$ cat src/rtl/lock_pkg.sv
// rtl/lock_pkg.sv - shared key codes and state encodings for the lock controller
package lock_pkg;

  localparam int DIGIT_W = 4;

  localparam logic [3:0] KEY_CLEAR = 4'hA;
  localparam logic [3:0] KEY_ENTER = 4'hB;
  localparam logic [3:0] KEY_BKSP  = 4'hC;

  typedef enum logic [1:0] {
    ENTRY_IDLE    = 2'b00,
    ENTRY_COLLECT = 2'b01,
    ENTRY_HOLD    = 2'b10
  } entry_state_t;

  typedef enum logic [2:0] {
    LOCK_LOCKED = 3'd0,
    LOCK_VERIFY = 3'd1,
    LOCK_OPEN   = 3'd2,
    LOCK_ALARM  = 3'd3
  } lock_state_t;

endpackage

$ cat src/rtl/code_entry_if.sv
// rtl/code_entry_if.sv - keypad strobe and code handshake bundle between keypad, code_entry and lock FSM
interface code_entry_if #(
  parameter int DIGITS  = 4,
  parameter int DIGIT_W = 4
);
  localparam int LEN_W = $clog2(DIGITS + 1);

  logic                      key_valid;
  logic [DIGIT_W-1:0]        key_code;
  logic                      code_ack;
  logic [DIGITS*DIGIT_W-1:0] code;
  logic [LEN_W-1:0]          code_len;
  logic                      code_valid;
  logic                      entry_active;
  logic                      timeout;
  logic                      key_reject;

  modport master (
    output key_valid, key_code, code_ack,
    input  code, code_len, code_valid, entry_active, timeout, key_reject
  );

  modport slave (
    input  key_valid, key_code, code_ack,
    output code, code_len, code_valid, entry_active, timeout, key_reject
  );
endinterface

$ cat src/rtl/entry_timer.sv
// rtl/entry_timer.sv - inter-key idle timer; expired is high on the last idle cycle before discard
module entry_timer #(
  parameter int TIMEOUT_CYC = 1000
) (
  input  logic clk,
  input  logic reset,
  input  logic clear,
  input  logic run,
  output logic expired
);
  localparam int TW = $clog2(TIMEOUT_CYC + 1);

  logic [TW-1:0] cnt_q, cnt_d;

  // cnt_q counts idle edges since the last accepted key, so TIMEOUT_CYC-1 means this edge is the last
  assign expired = run && (cnt_q == TW'(TIMEOUT_CYC - 1));

  always_comb begin
    cnt_d = cnt_q + 1'b1;
    if (clear || !run || expired) begin
      cnt_d = '0;
    end
  end

  always_ff @(posedge clk or posedge reset) begin
    if (reset) begin
      cnt_q <= '0;
    end else begin
      cnt_q <= cnt_d;
    end
  end
endmodule

$ cat src/rtl/code_entry.sv
// rtl/code_entry.sv - keypad code collector with timeout and valid/ack handoff to the lock FSM
// Optional BACKSPACE key (0xC) enabled by CODE_ENTRY_BACKSPACE_EN.
module code_entry
  import lock_pkg::*;
#(
  parameter int DIGITS      = 4,
  parameter int DIGIT_W     = lock_pkg::DIGIT_W,
  parameter int TIMEOUT_CYC = 1000
) (
  input  logic         clk,
  input  logic         reset,
  code_entry_if.slave  bus
);
  localparam int LEN_W = $clog2(DIGITS + 1);
  localparam int BUF_W = DIGITS * DIGIT_W;
  localparam logic [LEN_W-1:0] FULL = LEN_W'(DIGITS);

  entry_state_t     state_q, state_d;
  logic [BUF_W-1:0] buf_q, buf_d;
  logic [LEN_W-1:0] cnt_q, cnt_d;
  logic             valid_q, valid_d;
  logic             active_q, active_d;
  logic             timeout_q, timeout_d;
  logic             reject_q, reject_d;
  logic             tmr_clear, tmr_expired;
  logic             is_digit, is_clear, is_enter, is_bksp;

  assign is_digit = bus.key_code < DIGIT_W'(10);
  assign is_clear = bus.key_code == DIGIT_W'(KEY_CLEAR);
  assign is_enter = bus.key_code == DIGIT_W'(KEY_ENTER);
`ifdef CODE_ENTRY_BACKSPACE_EN
  assign is_bksp  = bus.key_code == DIGIT_W'(KEY_BKSP);
`else
  assign is_bksp  = 1'b0;
`endif

  entry_timer #(.TIMEOUT_CYC(TIMEOUT_CYC)) u_timer (
    .clk     (clk),
    .reset   (reset),
    .clear   (tmr_clear),
    .run     (state_q == ENTRY_COLLECT),
    .expired (tmr_expired)
  );

  always_comb begin
    state_d   = state_q;
    buf_d     = buf_q;
    cnt_d     = cnt_q;
    reject_d  = 1'b0;
    timeout_d = 1'b0;
    tmr_clear = 1'b0;
    case (state_q)
      ENTRY_IDLE: begin
        if (bus.key_valid) begin
          if (is_digit) begin
            buf_d     = BUF_W'(bus.key_code);
            cnt_d     = LEN_W'(1);
            state_d   = (cnt_d == FULL) ? ENTRY_HOLD : ENTRY_COLLECT;
            tmr_clear = 1'b1;
          end else if (!is_clear) begin
            reject_d = 1'b1;
          end
        end
      end
      ENTRY_COLLECT: begin
        // An accepted key on the expiry edge takes priority over the timeout
        if (bus.key_valid && (is_digit || is_enter || is_clear || is_bksp)) begin
          tmr_clear = 1'b1;
          if (is_digit) begin
            buf_d = (buf_q << DIGIT_W) | BUF_W'(bus.key_code);
            cnt_d = cnt_q + 1'b1;
            if (cnt_d == FULL) state_d = ENTRY_HOLD;
          end else if (is_enter) begin
            state_d = ENTRY_HOLD;
          end else if (is_clear) begin
            buf_d   = '0;
            cnt_d   = '0;
            state_d = ENTRY_IDLE;
          end else begin
            buf_d = buf_q >> DIGIT_W;
            cnt_d = cnt_q - 1'b1;
            if (cnt_d == '0) state_d = ENTRY_IDLE;
          end
        end else begin
          reject_d = bus.key_valid;
          if (tmr_expired) begin
            timeout_d = 1'b1;
            buf_d     = '0;
            cnt_d     = '0;
            state_d   = ENTRY_IDLE;
          end
        end
      end
      ENTRY_HOLD: begin
        reject_d = bus.key_valid;
        if (bus.code_ack) begin
          buf_d   = '0;
          cnt_d   = '0;
          state_d = ENTRY_IDLE;
        end
      end
      default: begin
        buf_d   = '0;
        cnt_d   = '0;
        state_d = ENTRY_IDLE;
      end
    endcase
    valid_d  = (state_d == ENTRY_HOLD);
    active_d = (state_d == ENTRY_COLLECT);
  end

  always_ff @(posedge clk or posedge reset) begin
    if (reset) begin
      state_q   <= ENTRY_IDLE;
      buf_q     <= '0;
      cnt_q     <= '0;
      valid_q   <= 1'b0;
      active_q  <= 1'b0;
      timeout_q <= 1'b0;
      reject_q  <= 1'b0;
    end else begin
      state_q   <= state_d;
      buf_q     <= buf_d;
      cnt_q     <= cnt_d;
      valid_q   <= valid_d;
      active_q  <= active_d;
      timeout_q <= timeout_d;
      reject_q  <= reject_d;
    end
  end

  assign bus.code         = buf_q;
  assign bus.code_len     = cnt_q;
  assign bus.code_valid   = valid_q;
  assign bus.entry_active = active_q;
  assign bus.timeout      = timeout_q;
  assign bus.key_reject   = reject_q;
endmodule

$ cat src/flat_wrapper.sv
// flat-port wrapper written by rule: the top's interface ports become plain ports
module code_entry_flat import lock_pkg::*;
#(
  parameter int DIGITS      = 4,
  parameter int DIGIT_W     = lock_pkg::DIGIT_W,
  parameter int TIMEOUT_CYC = 1000
)
  (clk, reset, bus_key_valid, bus_key_code, bus_code_ack, bus_code, bus_code_len, bus_code_valid, bus_entry_active, bus_timeout, bus_key_reject);
  code_entry_if #(.DIGITS(DIGITS), .DIGIT_W(DIGIT_W)) bus_i ();
  input  logic clk;
  input  logic reset;
  input wire logic [$bits(bus_i.key_valid)-1:0] bus_key_valid;
  input wire logic [$bits(bus_i.key_code)-1:0] bus_key_code;
  input wire logic [$bits(bus_i.code_ack)-1:0] bus_code_ack;
  output wire logic [$bits(bus_i.code)-1:0] bus_code;
  output wire logic [$bits(bus_i.code_len)-1:0] bus_code_len;
  output wire logic [$bits(bus_i.code_valid)-1:0] bus_code_valid;
  output wire logic [$bits(bus_i.entry_active)-1:0] bus_entry_active;
  output wire logic [$bits(bus_i.timeout)-1:0] bus_timeout;
  output wire logic [$bits(bus_i.key_reject)-1:0] bus_key_reject;
  assign bus_i.key_valid = bus_key_valid;
  assign bus_i.key_code = bus_key_code;
  assign bus_i.code_ack = bus_code_ack;
  assign bus_code = bus_i.code;
  assign bus_code_len = bus_i.code_len;
  assign bus_code_valid = bus_i.code_valid;
  assign bus_entry_active = bus_i.entry_active;
  assign bus_timeout = bus_i.timeout;
  assign bus_key_reject = bus_i.key_reject;
  code_entry #(.DIGITS(DIGITS), .DIGIT_W(DIGIT_W), .TIMEOUT_CYC(TIMEOUT_CYC)) u_core (.clk(clk), .reset(reset), .bus(bus_i));
endmodule
$ cat config.mk
export PLATFORM = sky130hd
export DESIGN_NAME = code_entry_flat
export DESIGN_NICKNAME = d
export VERILOG_FILES = /design/src/rtl/lock_pkg.sv /design/src/rtl/code_entry_if.sv /design/src/rtl/entry_timer.sv /design/src/rtl/code_entry.sv /design/src/flat_wrapper.sv
export SDC_FILE = /design/constraint.sdc
export NUM_CORES = 1
export LEC_CHECK = 0
export ABC_AREA = 1
export CAP_MARGIN = 10
export CELL_PAD_IN_SITES_DETAIL_PLACEMENT = 2
export CELL_PAD_IN_SITES_GLOBAL_PLACEMENT = 2
export CORE_MARGIN = 4
export CORE_UTILIZATION = 27
export DETAILED_ROUTE_END_ITERATION = 8
export PLACE_DENSITY_LB_ADDON = 0.12
export SLEW_MARGIN = 20
export SYNTH_ARGS = -nofsm -noshare
export SYNTH_HDL_FRONTEND = slang
export SYNTH_SLANG_ARGS = --single-unit
$ cat constraint.sdc
create_clock -name clk -period 1.5 [get_ports clk]
set_input_delay 0.3 -clock clk [delete_from_list [all_inputs] [get_ports clk]]
set_output_delay 0.3 -clock clk [all_outputs]
set_load 0.02 [all_outputs]
==> implementation parameters <==
Parameter                              Value

Critical path
  Longest individual stage delay on the worst path ... 480 ps
  Kind of end point of the critical path ... flop
  Bufs and invs on worst path ... 5
  Top Family by Delay on Critical Path ... buffers and inverters
  Kind of launch point of the worst setup path ... primary input
  Largest fanout on the critical path ... 7
  Sequence of cells on the critical path ... clkdlybuf4s50_1, buf_4, nand2_2, nor2_4, buf_4, inv_2, buf_12, a21oi_1, nand2_1, nand2_1
  Kind of critical path ... primary input to flop
  CP Data Required Time ... 1730 ps
  Register-to-register path setup slack ... -30 ps
  Data arrival time at the worst-slack endpoint ... 1770 ps
  Slowest-stage cell, CP ... sky130_fd_sc_hd__clkdlybuf4s50_1

Logic synthesis
  Post-synth cell types ... 26
  Cell area after technology mapping ... 0.002014 mm2
  Most used DFF post-synth ... sky130_fd_sc_hd__dfrtp_1
  Count of mapped cells out of synthesis ... 271
  Yosys top cell by area ... sky130_fd_sc_hd__dfrtp_1
  Yosys Warn Count ... 0
  Post-synth top area share ... 43.48%
  Fraction of the yosys area taken by sequential cells ... 43.48%
  Post-synthesis area per instance ... 7.433 um2
  Most used standard cell by instance count after synthesis ... sky130_fd_sc_hd__nand2_1
  Share of synthesized flip-flops with an asynchronous set or reset ... 100.0%
  Top cells by area, synth ... sky130_fd_sc_hd__dfrtp_1, sky130_fd_sc_hd__nand2_1, sky130_fd_sc_hd__nand3_1
  Post-Synthesis Net Count ... 284
  Number of register bits inferred by synthesis ... 35
  Most common library cells after synthesis ... sky130_fd_sc_hd__nand2_1, sky130_fd_sc_hd__dfrtp_1, sky130_fd_sc_hd__nand3_1
  Number of enable flip-flop cells after synthesis ... 0

Timing
  Setup repair after global routing missed its margin ... true
  Final clock period utilization by the worst path ... 102.6%
  Setup TNS ... -97.96 ps
  Maximum clock frequency ... 649.5 MHz
  Final setup skew ... 3.477 ps
  Crit path setup slack, layout ... -39.63 ps
  Setup-failing EPs final ... 5
  Smallest hold slack ... 356.7 ps
  Number of endpoints with negative hold slack in the final report ... 0
  Relative max-transition margin ... 80.90%
  Worst Tran Pin Value ... 286.2 ps
  Final slew viol count ... 0
  Tmin final ... 1540 ps

Placement
  Port buffer count ... 30
  HPWL after DPL ... 4982 um
  Final estimated routing congestion in global placement ... 0.7564

Pwr
  Proportion of total power due to net switching ... 41.19%
  Total internal power ... 2840 uW
  Power density over cell area ... 1447 mW/mm2
  Max VDD drop ... 0.5342 mV
  Share of power burned in combinational logic ... 52.0%
  Part of the power in registers ... 26.4%
  NetSw ... 1989 uW
  Clock group share of total power ... 21.6%
  Leakage ... 0.001677 uW

Run status
  Run status ... complete, but fails checks
  Violations in the final reports ... negative setup slack

Clock tree
  TritonCTS Sinks ... 35
  CTS H-tree depth ... 2
  CTS root buf ... sky130_fd_sc_hd__clkbuf_8
  Maximum number of buffers from clock root to sink ... 2
  Worst-path clk slew ... 80 ps
  Source-to-sink clock delay at the later pin of the worst-skew pair ... 290 ps
  Clock buffer count from CTS ... 5
  Clock tree from TritonCTS ... built

Die
  Ports placed on the boundary ... 31
  Core footprint ... 0.007253 mm2
  Height of the die ... 94.38 um
  Starting density of the core ... 27.77%
  Rows ... 31
  Die width ... 94.38 um
  Die Area ... 0.008907 mm2

Routing
  Count of TritonRoute iterations in the first routing pass ... 4
  Initial drt markers ... 65
  DRT Wirelength ... 8583 um
  Total number of vias ... 2195
  Number of remaining DRC errors ... 0
  Drt wl/cell ... 18.82 um
  Remaining number of nets flagged by the antenna check after routing ... 0
  Via-to-Cell Ratio ... 4.814

Layout
  Final Net Count ... 369
  Area added between synthesis and finish ... 65.65%
  Fraction of final layout cells sized beyond drive strength 1 ... 40.62%
  Sequential cell area ... 879.6 um2
  Fillers ... 815
  Combined area of the multi-input logic cells ... 0.001329 mm2
  Number of antenna cells inserted ... 0

Global route
  GRT Total Usage ... 19.05%
  Number of antenna violations at the first check in global routing ... 0
  First-pass GRT wire length ... 12980 um
  Via count of the first global-routing pass ... 2411
  Largest net degree at the start of global routing ... 36
  Aggregate global routing overflow ... 0

Flow run
  Number of violations of the max-capacitance limit ... 0

Worst hold path
  Classification of the worst-slack hold path ... primary input to asynchronous set/reset pin
[worst paths after layout]
check,startpoint,end,depth (start not counted)
worst max register to register,u_core.bus.code_len[0],u_core.state_q[0],9
min in group clk,u_core.bus.code[1],u_core.bus.code[1],2
worst max-delay path,bus_key_valid,u_core.bus.code[4],10
max in group asynchronous,reset,u_core.state_q[0],3
worst min-delay path,reset,u_core.bus.code_len[0],3
worst min register to register,u_core.bus.code[1],u_core.bus.code[1],2
[stage by stage]
stage | instance area, um2 | setup slack (ps) | util [%] | total power, uW | cells
3_3_place_gp | 2735 | -404.4 | 37.71 | 2867 | 432
2_1_floorplan | 2014 | 30.95 | - | 2154 | 271
6_report | 3337 | -39.63 | 46.01 | 4829 | 456
3_5_place_dp | 2735 | -457.2 | 37.71 | 2918 | 432
5_1_grt | 3337 | -141.8 | 46.01 | 5122 | 456
4_1_cts | 3087 | -83.84 | 42.56 | 4349 | 449
[flip-flops by register name, summed over array words and instances (netlist names)]
register and flops:
u_core.bus.code 16, u_core.bus.code_len 3, u_core.bus.code_valid 1, u_core.bus.entry_active 1
u_core.bus.key_reject 1, u_core.bus.timeout 1, u_core.state_q 2, u_core.u_timer.cnt_q 10
[worst min-delay path: cells and delay by family]
family	cells	cell delay (ps)
buf+inv	3	710
[area by class of cell]
type	count	area share (%)
flip-flops and latches	35	26.36
inverters	22	2.550
repair buffers	83	23.47
clock inverters	3	2.025
well taps	99	3.712
clock buffers	5	2.062
multi-input cells	209	39.82
[kinds of logic (layout without fill, tap and decap cells)]
group,count (synthesis),count (layout),synth area share [%]
AOI/OAI and AO/OA,22,22,6.335
buffers and inverters,30,113,7.391
and+or+nand+nor,175,178,37.95
xor gates and xnor gates,4,4,1.739
adders and majority gates,5,5,3.106
DFF,35,35,43.48
[routing by layer]
layer,GRT usage (%),vias to the layer above,wire length (um)
li1,-,1037,-
met1,24.90,1107,3615
met2,33.63,38,4521
met3,2.470,13,283
met4,3.971,0,163
met5,0,-,0
[power by group through the flow]
stage	Combinational, uW	Clock [uW]	Sequential [uW]
after floorplan	803	0	1350
after global placement	1630	0	1240
after detailed placement	1680	0	1240
after CTS	2050	1070	1230
after global routing	2710	1110	1300
final	2510	1040	1280
[cell usage in the layout, fill, tap and decap left out, drive strengths merged]
master and n:
inv 22, clkinvlp 1, nor3b 1, nor2 25, nand3 31, ha 5, o21ai 4, a21oi 14
o31ai 1, nand2 116, nor3 5, xor2 4, a211oi 1, o211ai 2, buf 54, dlygate4sd2 24
dfrtp 35, bufinv 2, clkdlybuf4s50 4, clkbuf 6
[what timing repair did]
item                       4_1_cts  5_1_grt
pin swaps                       10       18
gates cloned                     4        0
setup endpoints to repair       48       33
gates resized for setup         68       53
hold buffers                     0        0
setup buffers                    5        8
hold endpoints to repair         0        0
Power figures use the tool's default switching activity.
